`src/rtl/instr_fetch_buffer.sv`:
```
// instr_fetch_buffer
//   Issues instruction fetches to imem at the address supplied by program_counter.
//   Returned words go into a DEPTH-entry prefetch FIFO that feeds decode. The block
//   produces the stall that holds program_counter. At most one fetch is outstanding
//   at a time. A taken branch flushes the FIFO and discards any in-flight response.
//
// Ports
//   clk, rst                       clock, synchronous active-high reset
//   pc, branch_taken               fetch address and redirect from program_counter
//   stall                          hold program_counter (combinational)
//   imem_req/addr/ready            fetch request handshake
//   imem_rvalid/rdata              fetch response
//   instr_valid/instr/instr_pc     FIFO head toward decode
//   instr_ready                    decode pops the head
module instr_fetch_buffer #(
  parameter int unsigned DEPTH = 2
) (
  input  logic        clk,
  input  logic        rst,
  input  logic [31:0] pc,
  input  logic        branch_taken,
  output logic        stall,
  output logic        imem_req,
  output logic [31:0] imem_addr,
  input  logic        imem_ready,
  input  logic        imem_rvalid,
  input  logic [31:0] imem_rdata,
  output logic        instr_valid,
  output logic [31:0] instr,
  output logic [31:0] instr_pc,
  input  logic        instr_ready
);

  localparam int unsigned CW = $clog2(DEPTH + 1);
  localparam int unsigned PW = (DEPTH > 1) ? $clog2(DEPTH) : 1;

  typedef enum logic [1:0] {
    IDLE  = 2'd0,
    WAIT  = 2'd1,
    DRAIN = 2'd2
  } state_e;

  state_e          state_q, state_d;
  logic [CW-1:0]   count_q, count_d;
  logic [PW-1:0]   rd_q, rd_d;
  logic [PW-1:0]   wr_q, wr_d;
  logic [31:0]     addr_q;
  logic [63:0]     data_q [DEPTH];

  logic accept;
  logic push;
  logic pop;

  function automatic logic [PW-1:0] ptr_inc(input logic [PW-1:0] p);
    return (p == PW'(DEPTH - 1)) ? '0 : p + 1'b1;
  endfunction

  assign imem_req    = (state_q == IDLE) && (count_q < CW'(DEPTH)) && !branch_taken && !rst;
  assign imem_addr   = pc;
  assign accept      = imem_req && imem_ready;
  // program_counter moves only on an accepted fetch or a redirect.
  assign stall       = rst || !(branch_taken || accept);

  // A request is only issued with a free slot, and count cannot grow while the
  // fetch is outstanding, so a push never meets a full FIFO.
  assign push        = (state_q == WAIT) && imem_rvalid && !branch_taken && !rst;
  assign instr_valid = (count_q != '0);
  assign pop         = instr_valid && instr_ready;

  assign instr       = instr_valid ? data_q[rd_q][31:0]  : '0;
  assign instr_pc    = instr_valid ? data_q[rd_q][63:32] : '0;

  always_comb begin
    state_d = state_q;
    unique case (state_q)
      IDLE: begin
        if (accept) state_d = WAIT;
      end
      WAIT: begin
        if (imem_rvalid)       state_d = IDLE;
        else if (branch_taken) state_d = DRAIN;
      end
      DRAIN: begin
        if (imem_rvalid) state_d = IDLE;
      end
      default: state_d = IDLE;
    endcase
  end

  always_comb begin
    count_d = count_q;
    rd_d    = rd_q;
    wr_d    = wr_q;
    if (branch_taken) begin
      count_d = '0;
      rd_d    = '0;
      wr_d    = '0;
    end else begin
      if (push) wr_d = ptr_inc(wr_q);
      if (pop)  rd_d = ptr_inc(rd_q);
      if (push && !pop)      count_d = count_q + 1'b1;
      else if (!push && pop) count_d = count_q - 1'b1;
    end
  end

  always_ff @(posedge clk) begin
    if (rst) begin
      state_q <= IDLE;
      count_q <= '0;
      rd_q    <= '0;
      wr_q    <= '0;
      addr_q  <= '0;
    end else begin
      state_q <= state_d;
      count_q <= count_d;
      rd_q    <= rd_d;
      wr_q    <= wr_d;
      if (accept) addr_q <= pc;
    end
  end

  // Storage needs no reset: the head is masked to zero whenever the FIFO is empty.
  always_ff @(posedge clk) begin
    if (push) data_q[wr_q] <= {addr_q, imem_rdata};
  end

  // A response with no fetch outstanding is ignored by the logic above.
  a_no_stray_rvalid: assert property (@(posedge clk) disable iff (rst)
    !((state_q == IDLE) && imem_rvalid));

endmodule

```
`config.mk`:
```
export PLATFORM = sky130hd
export DESIGN_NAME = instr_fetch_buffer
export DESIGN_NICKNAME = d
export VERILOG_FILES = /design/src/rtl/instr_fetch_buffer.sv
export SDC_FILE = /design/constraint.sdc
export NUM_CORES = 1
export LEC_CHECK = 0
export CORE_MARGIN = 2
export CORE_UTILIZATION = 53
export DETAILED_ROUTE_END_ITERATION = 8
export PLACE_DENSITY_LB_ADDON = 0.1
export SYNTH_ARGS = -nofsm -noshare
export SYNTH_HDL_FRONTEND = slang
export SYNTH_SLANG_ARGS = --single-unit
```
`constraint.sdc`:
```
create_clock -name clk -period 12.7 [get_ports clk]
set_input_delay 1.905 -clock clk [delete_from_list [all_inputs] [get_ports clk]]
set_output_delay 1.905 -clock clk [all_outputs]
set_load 0.02 [all_outputs]
```
---- Word-level counts from Yosys, hierarchy flattened ----
Memory sizes are Yosys's and may differ from the RTL's. A register that Yosys moved wholly into a read port is not among the register bits.
Index checks and enable logic that the tools add are counted.
storage, ports and cells
  register bits ........................... 38
  memory bits (writable) .................. 128
  bits of input ports ..................... 70
  output and inout port bits .............. 99
  logic and storage cells ................. 53
  memories kept ........................... 1
operators by class
  add/subtract/negate cells ............... 4
  magnitude comparators ................... 1
  equality and inequality tests ........... 5
  multiplexer cells ....................... 15
  reductions and logical operators ........ 22
memory list
  name    depth  bits a word  read ports  clocked after Yosys merged registers in  write ports  RTL line  text
  data_q  2      64           1           1                                        1            48        logic [63:0] data_q [DEPTH];
operators by type and width
  kind                 number
  $mux 32              2
  $mux 2               6
  $logic_and 1x1->1    10
  $mux 1               6
  $pmux 2 s3           1
  $logic_not 1->1      5
  $ne 2x2->1 const B   2
  $reduce_bool 2->1    2
  $ne 3x3->1 const B   1
  $reduce_and 3->1     1
  $add 1x1->1 const B  2
  $add 2x1->2 const B  1
  $eq 2x1->1 const B   1
  $eq 2x2->1 const B   1
  $logic_not 2->1      1
  $logic_or 1x1->1     2
  $lt 2x2->1 const B   1
  $reduce_or 2->1      1
  $sub 2x1->2 const B  1

---- Logic depth before layout (Yosys ltp) ----
  depth in word-level cells ............... 8
  gate-level depth with buffers ........... 7
  depth with buffers taken out ............ 6

---- Worst setup path before layout ----
Ideal clock, no wire load.
  path type ............................... input -> register
  start ................................... input port branch_taken
  end ..................................... memory data_q[0][0], enable pin
  setup time .............................. 494 ps
  arrival time ............................ 5366 ps
  required time ........................... 12206 ps
  setup slack ............................. 6840 ps
  stages on the path ...................... 4
  buffers on the path ..................... 1
  path through ............................ buf_2 nor2_1 and4b_1 nor2b_1
between the ends
  longest elaborated chain between the ends .. 5
ends and longest elaborated chain
  what                             RTL line  text
  start, declared                  21        input logic branch_taken,
  $logic_not 1->1                  66        assign push = (state_q == WAIT) && imem_rvalid && !branch_taken && !rst;
  $logic_and 1x1->1 (2 in series)  66
  net push                         51        logic push;
  $mux 1                           124       if (push) data_q[wr_q] <= {addr_q, imem_rdata};
  $mux 1 (implied by the code)     124
  end, declared                    48
The timed path passes the listed nets, and every way through them passes these cells.

---- Worst setup path after layout ----
  start ................................... input port rst
  end ..................................... output port stall
between the ends
  longest elaborated chain between the ends .. 6
ends and longest elaborated chain
  what                RTL line  text
  start, declared     19        input logic rst,
  $logic_not 1->1     58        assign imem_req = (state_q == IDLE) && (count_q < CW'(DEPTH)) && !branch_taken && !rst;
  $logic_and 1x1->1   58
  $logic_and 1x1->1   60        assign accept = imem_req && imem_ready;
  $logic_or 1x1->1    62        assign stall = rst || !(branch_taken || accept);
  $logic_not 1->1     62
  $logic_or 1x1->1 *  62
  end, declared       22        output logic stall,
Mark *: on every way between the ends. The rest lies on a longest branch, timed or not.

==> results.md <==
- The die covers 13,400 µm².
- The routed via count divided by cell count is 5.149.
- TritonCTS built the clock tree.
- The startpoint type of the worst setup path is an input pin.
- The final count of negative-setup-slack endpoints is 0.
- The top-level port count is 169.
- The path depth of the worst reg2reg path is 3.
- The root buffer cell chosen for the clock tree is clkbuf_16.
- The number of CTS-inserted buffers is 17.
- For this run, the number of Yosys warnings is 0.
- The setup path with the least slack is of type input pin to output pin.
- The post-route total power is around 0.0012 W.
- The final antenna diode count is 0.
- The reg-to-reg setup timing slack is approximately 11 ns.
- The final setup skew is between 0.009 and 0.01 ns.
- The final total negative setup slack is 0 ns.
- The worst-case headroom to the max-slew limit is 0.2129.
- The count of buffers added by post-CTS timing repair for setup is 0.
- The clock reaches the later pin of the worst-skew pair after 0.42 ns.
- The analysis attributes to cell leakage a power of 2.867 nW.
- The fraction of layout cells with a size suffix above 1 is 0.06550.
- In this run the most critical hold path is launched from addr_q[7].
- The signed area change from the synthesized netlist to the final layout is 33.28%.
- The flow ran to the end, and the final reports show no timing, DRC or antenna violations.
- The hold-fix buffer count after cts is 0.
- In this run the deepest clock path goes through 2 buffers.
- The vertical extent of the die is between 100 and 150 µm.
- The worst hold slack across all endpoints is ~0.45 ns.
- The quantity of gates resized following cts is 0.
- Detailed routing inserted a total of 4,088 vias.
- The worst flop-to-flop path startpoint is state_q[0].
- The synthesized netlist occupies a cell area of roughly 6600 µm².
- The endpoint required time on the critical path is roughly 11 ns.
- A synthesized cell averages 13.76 µm².
- The floorplan has 40 rows.
- The number of nets with antenna violations after routing is 0.
- Along the worst path, the maximum fanout reaches 42.
- The number of sinks on the clock net is roughly 170.
- In the global route stage, overall resource usage came out at 0.1986.
- The first global-routing pass estimated roughly 20 mm of wire.
- The net count after synthesis is approximately 550.
- The share of total power consumed by net switching is 0.1951.
- After synthesis the netlist holds a flip-flop and latch count of around 170.
- For this run, the top clock speed supported by timing is approximately 0.17 GHz.
- The count of max-cap constraint violations is 0.
- The critical path endpoint category is an output pin.
- The power share of the combinational group is 0.054.
- At the end of the flow, the number of nets in the layout was 684.
- At the end of routability-driven placement, the weighted congestion stood at between 0.7 and 0.8.
- The hold violation total from the final report came to 0.
- In this run the horizontal extent of the chip is about 120 µm.
- The clock-pin slew on the worst setup and hold paths is around 0.060 ns.
- After legalization and detailed placement, the total HPWL measured just under 8 mm.
- After the first detailed-routing iteration, the DRC count stood at 244.
- Synthesis produced a netlist whose cell count is a little under 500.
- The worst hold path was traced through 0 stages.
- The clock power share is 0.443.
- The path with the worst hold slack has its endpoint at data_q[1][39].
- The total wire length after detailed routing is ~13 mm.
- The shortest period the worst path allows is just over 6 ns.
- The average wire length per cell after detail routing is 16.52 µm.
- The share of the cycle needed by the critical path after routing is 0.4762.
- The tightest min-delay check is of the register to register type.
- The switching power summed over all nets is around 0.00023 W.
- Entering global routing, the biggest net connects 66 pins.
- The arrival time at the worst endpoint is ~4.1 ns.
- The area of the core is around 12,000 µm².
- Setup repair after global routing left no endpoint under its margin.
- The initial utilization of the core area, before any placement, comes to 0.5464.
- The H-tree was split into 4 levels.
- The pre-antenna-repair detailed-routing pass consisted of 4 iterations.
- During placement, the flow inserted port buffers numbering ~170.
- The number of antenna violations at the first check in global routing is 0.
- The peak supply drop is 72.66 µV.
- The total power divided by cell area is 134.9 nW/µm².
- The via count of the first global-routing pass is around 4,100.
- At the pin with the least slew margin, the transition time is ~1.2 ns.
- Summed over all layers, the global routing overflow is 0.
- The count of pins over their slew limit is 0.
- The internal power is 0.0009575 W.
- The DRC violation count after routing is 0.
- The portion of the post-synthesis area used by sequential elements is 0.6988.
- The part of the power in registers is 0.503.
- The worst reg2reg path endpoint is data_q[0][26].
- The netlist uses 30 different library cells.
through the flow:
stage / cells / worst slack (ns) / area, µm² / utilization
3_5_place_dp: 762 / 6.648 / 8203 / 0.6773
6_report: 794 / 6.652 / 8820 / 0.7282
5_1_grt: 794 / 6.492 / 8820 / 0.7282
3_3_place_gp: 762 / 6.666 / 8203 / 0.6773
4_1_cts: 794 / 6.635 / 8820 / 0.7282
2_1_floorplan: 481 / 6.840 / 6618 / -
state kept, by name (all words and copies together), names as in the netlist, named ones only:
register	cells
wr_q	1
state_q	2
addr_q	32
rd_q	1
data_q	128
count_q	2
critical path, stage by stage:
cell and delay, ns:
clkdlybuf4s50_1 0.45, buf_4 0.34, nor2_1 0.16, and3_2 0.44, o21bai_1 0.21, clkdlybuf4s50_1 0.62
kinds of logic after synthesis:
| kind of cell | count (synthesis) | synth area share |
|---|---|---|
| compound gates | 37 | 0.02874 |
| xor+xnor | 3 | 0.003971 |
| fa+ha+maj | 1 | 0.001890 |
| buf+inv | 61 | 0.05672 |
| flops | 167 | 0.6988 |
| mux | 66 | 0.1000 |
| simple gates | 146 | 0.1099 |
power groups by stage:
stage	sequential [W]	combinational, W	clock [W]
2_1_floorplan	0.000608	0.0000303	0
3_3_place_gp	0.000609	0.0000626	0
3_5_place_dp	0.000610	0.0000640	0
4_1_cts	0.000598	0.0000645	0.000535
5_1_grt	0.000598	0.0000680	0.000560
6_report	0.000598	0.0000641	0.000527
layout make-up:
type	count	area, µm²
timing repair buffer	173	1719
clock buffer	23	479.2
sequential	167	4628
fill	841	3292
tap	168	210.2
inverter	1	3.754
multi-input combinational	253	1642
clock inverter	9	137.6
how the worst max path moves through the flow:
stage                             from           end
after floorplan           branch_taken  data_q[0][0]
after global placement             rst         stall
after detailed placement           rst         stall
after CTS                          rst         stall
after global routing               rst         stall
final                              rst         stall
synth_stat cells:
library cell | n | area (µm²)
buf_2 | 12 | 60.06
nor2_1 | 67 | 251.5
edfxtp_1 | 128 | 3844
and4b_1 | 1 | 10.01
clkbuf_1 | 8 | 30.03
nor2b_1 | 1 | 6.260
inv_1 | 1 | 3.750
a21boi_0 | 1 | 7.510
nand2b_1 | 32 | 200.2
nor4b_1 | 1 | 8.760
nand3_1 | 30 | 150.1
dfxtp_1 | 39 | 780.8
and2_1 | 2 | 12.51
or3_1 | 1 | 6.260
mux2i_1 | 65 | 650.6
o21ai_0 | 32 | 160.2
nor3_4 | 1 | 16.27
buf_1 | 5 | 18.77
o21ai_1 | 2 | 10.01
ha_1 | 1 | 12.51
xor2_1 | 3 | 26.28
buf_4 | 35 | 262.8
o21bai_1 | 1 | 7.510
nor3_1 | 4 | 20.02
nor3b_2 | 1 | 12.51
nand4b_1 | 2 | 17.52
mux2_2 | 1 | 11.26
nand2_1 | 2 | 7.510
and3_2 | 1 | 7.510
a21oi_1 | 1 | 5.000
routing by layer:
metal | track usage | vias to the layer above | wire, µm
met5 | 0 | - | 0
met4 | 0.05873 | 0 | 95
met3 | 0.05439 | 9 | 873
met2 | 0.3450 | 135 | 6748
met1 | 0.2448 | 1991 | 5403
li1 | - | 1953 | -
cells in the final DEF, fill, tap and decap left out:
master,n
inv_1,1
nor2_4,1
mux2i_1,65
inv_6,2
and4b_1,1
nand2b_1,32
nor3_1,4
clkbuf_1,4
clkdlybuf4s50_1,168
edfxtp_1,128
mux2_2,1
xor2_1,3
or3_1,1
and2_4,1
nor2_1,66
o21ai_0,32
nor3b_4,1
nand4b_1,2
buf_4,5
nor4b_1,1
nand2_1,2
nand3_1,30
clkinv_4,1
a21boi_0,1
nor3_4,1
and2_1,1
inv_4,1
dfxtp_4,1
clkinvlp_4,2
clkbuf_16,18
nor2b_4,1
and3_2,1
dfxtp_1,38
a21oi_1,1
clkbuf_8,1
bufinv_16,3
ha_1,1
o21ai_1,2
o21bai_1,1
(Power assumes the default switching activity.)
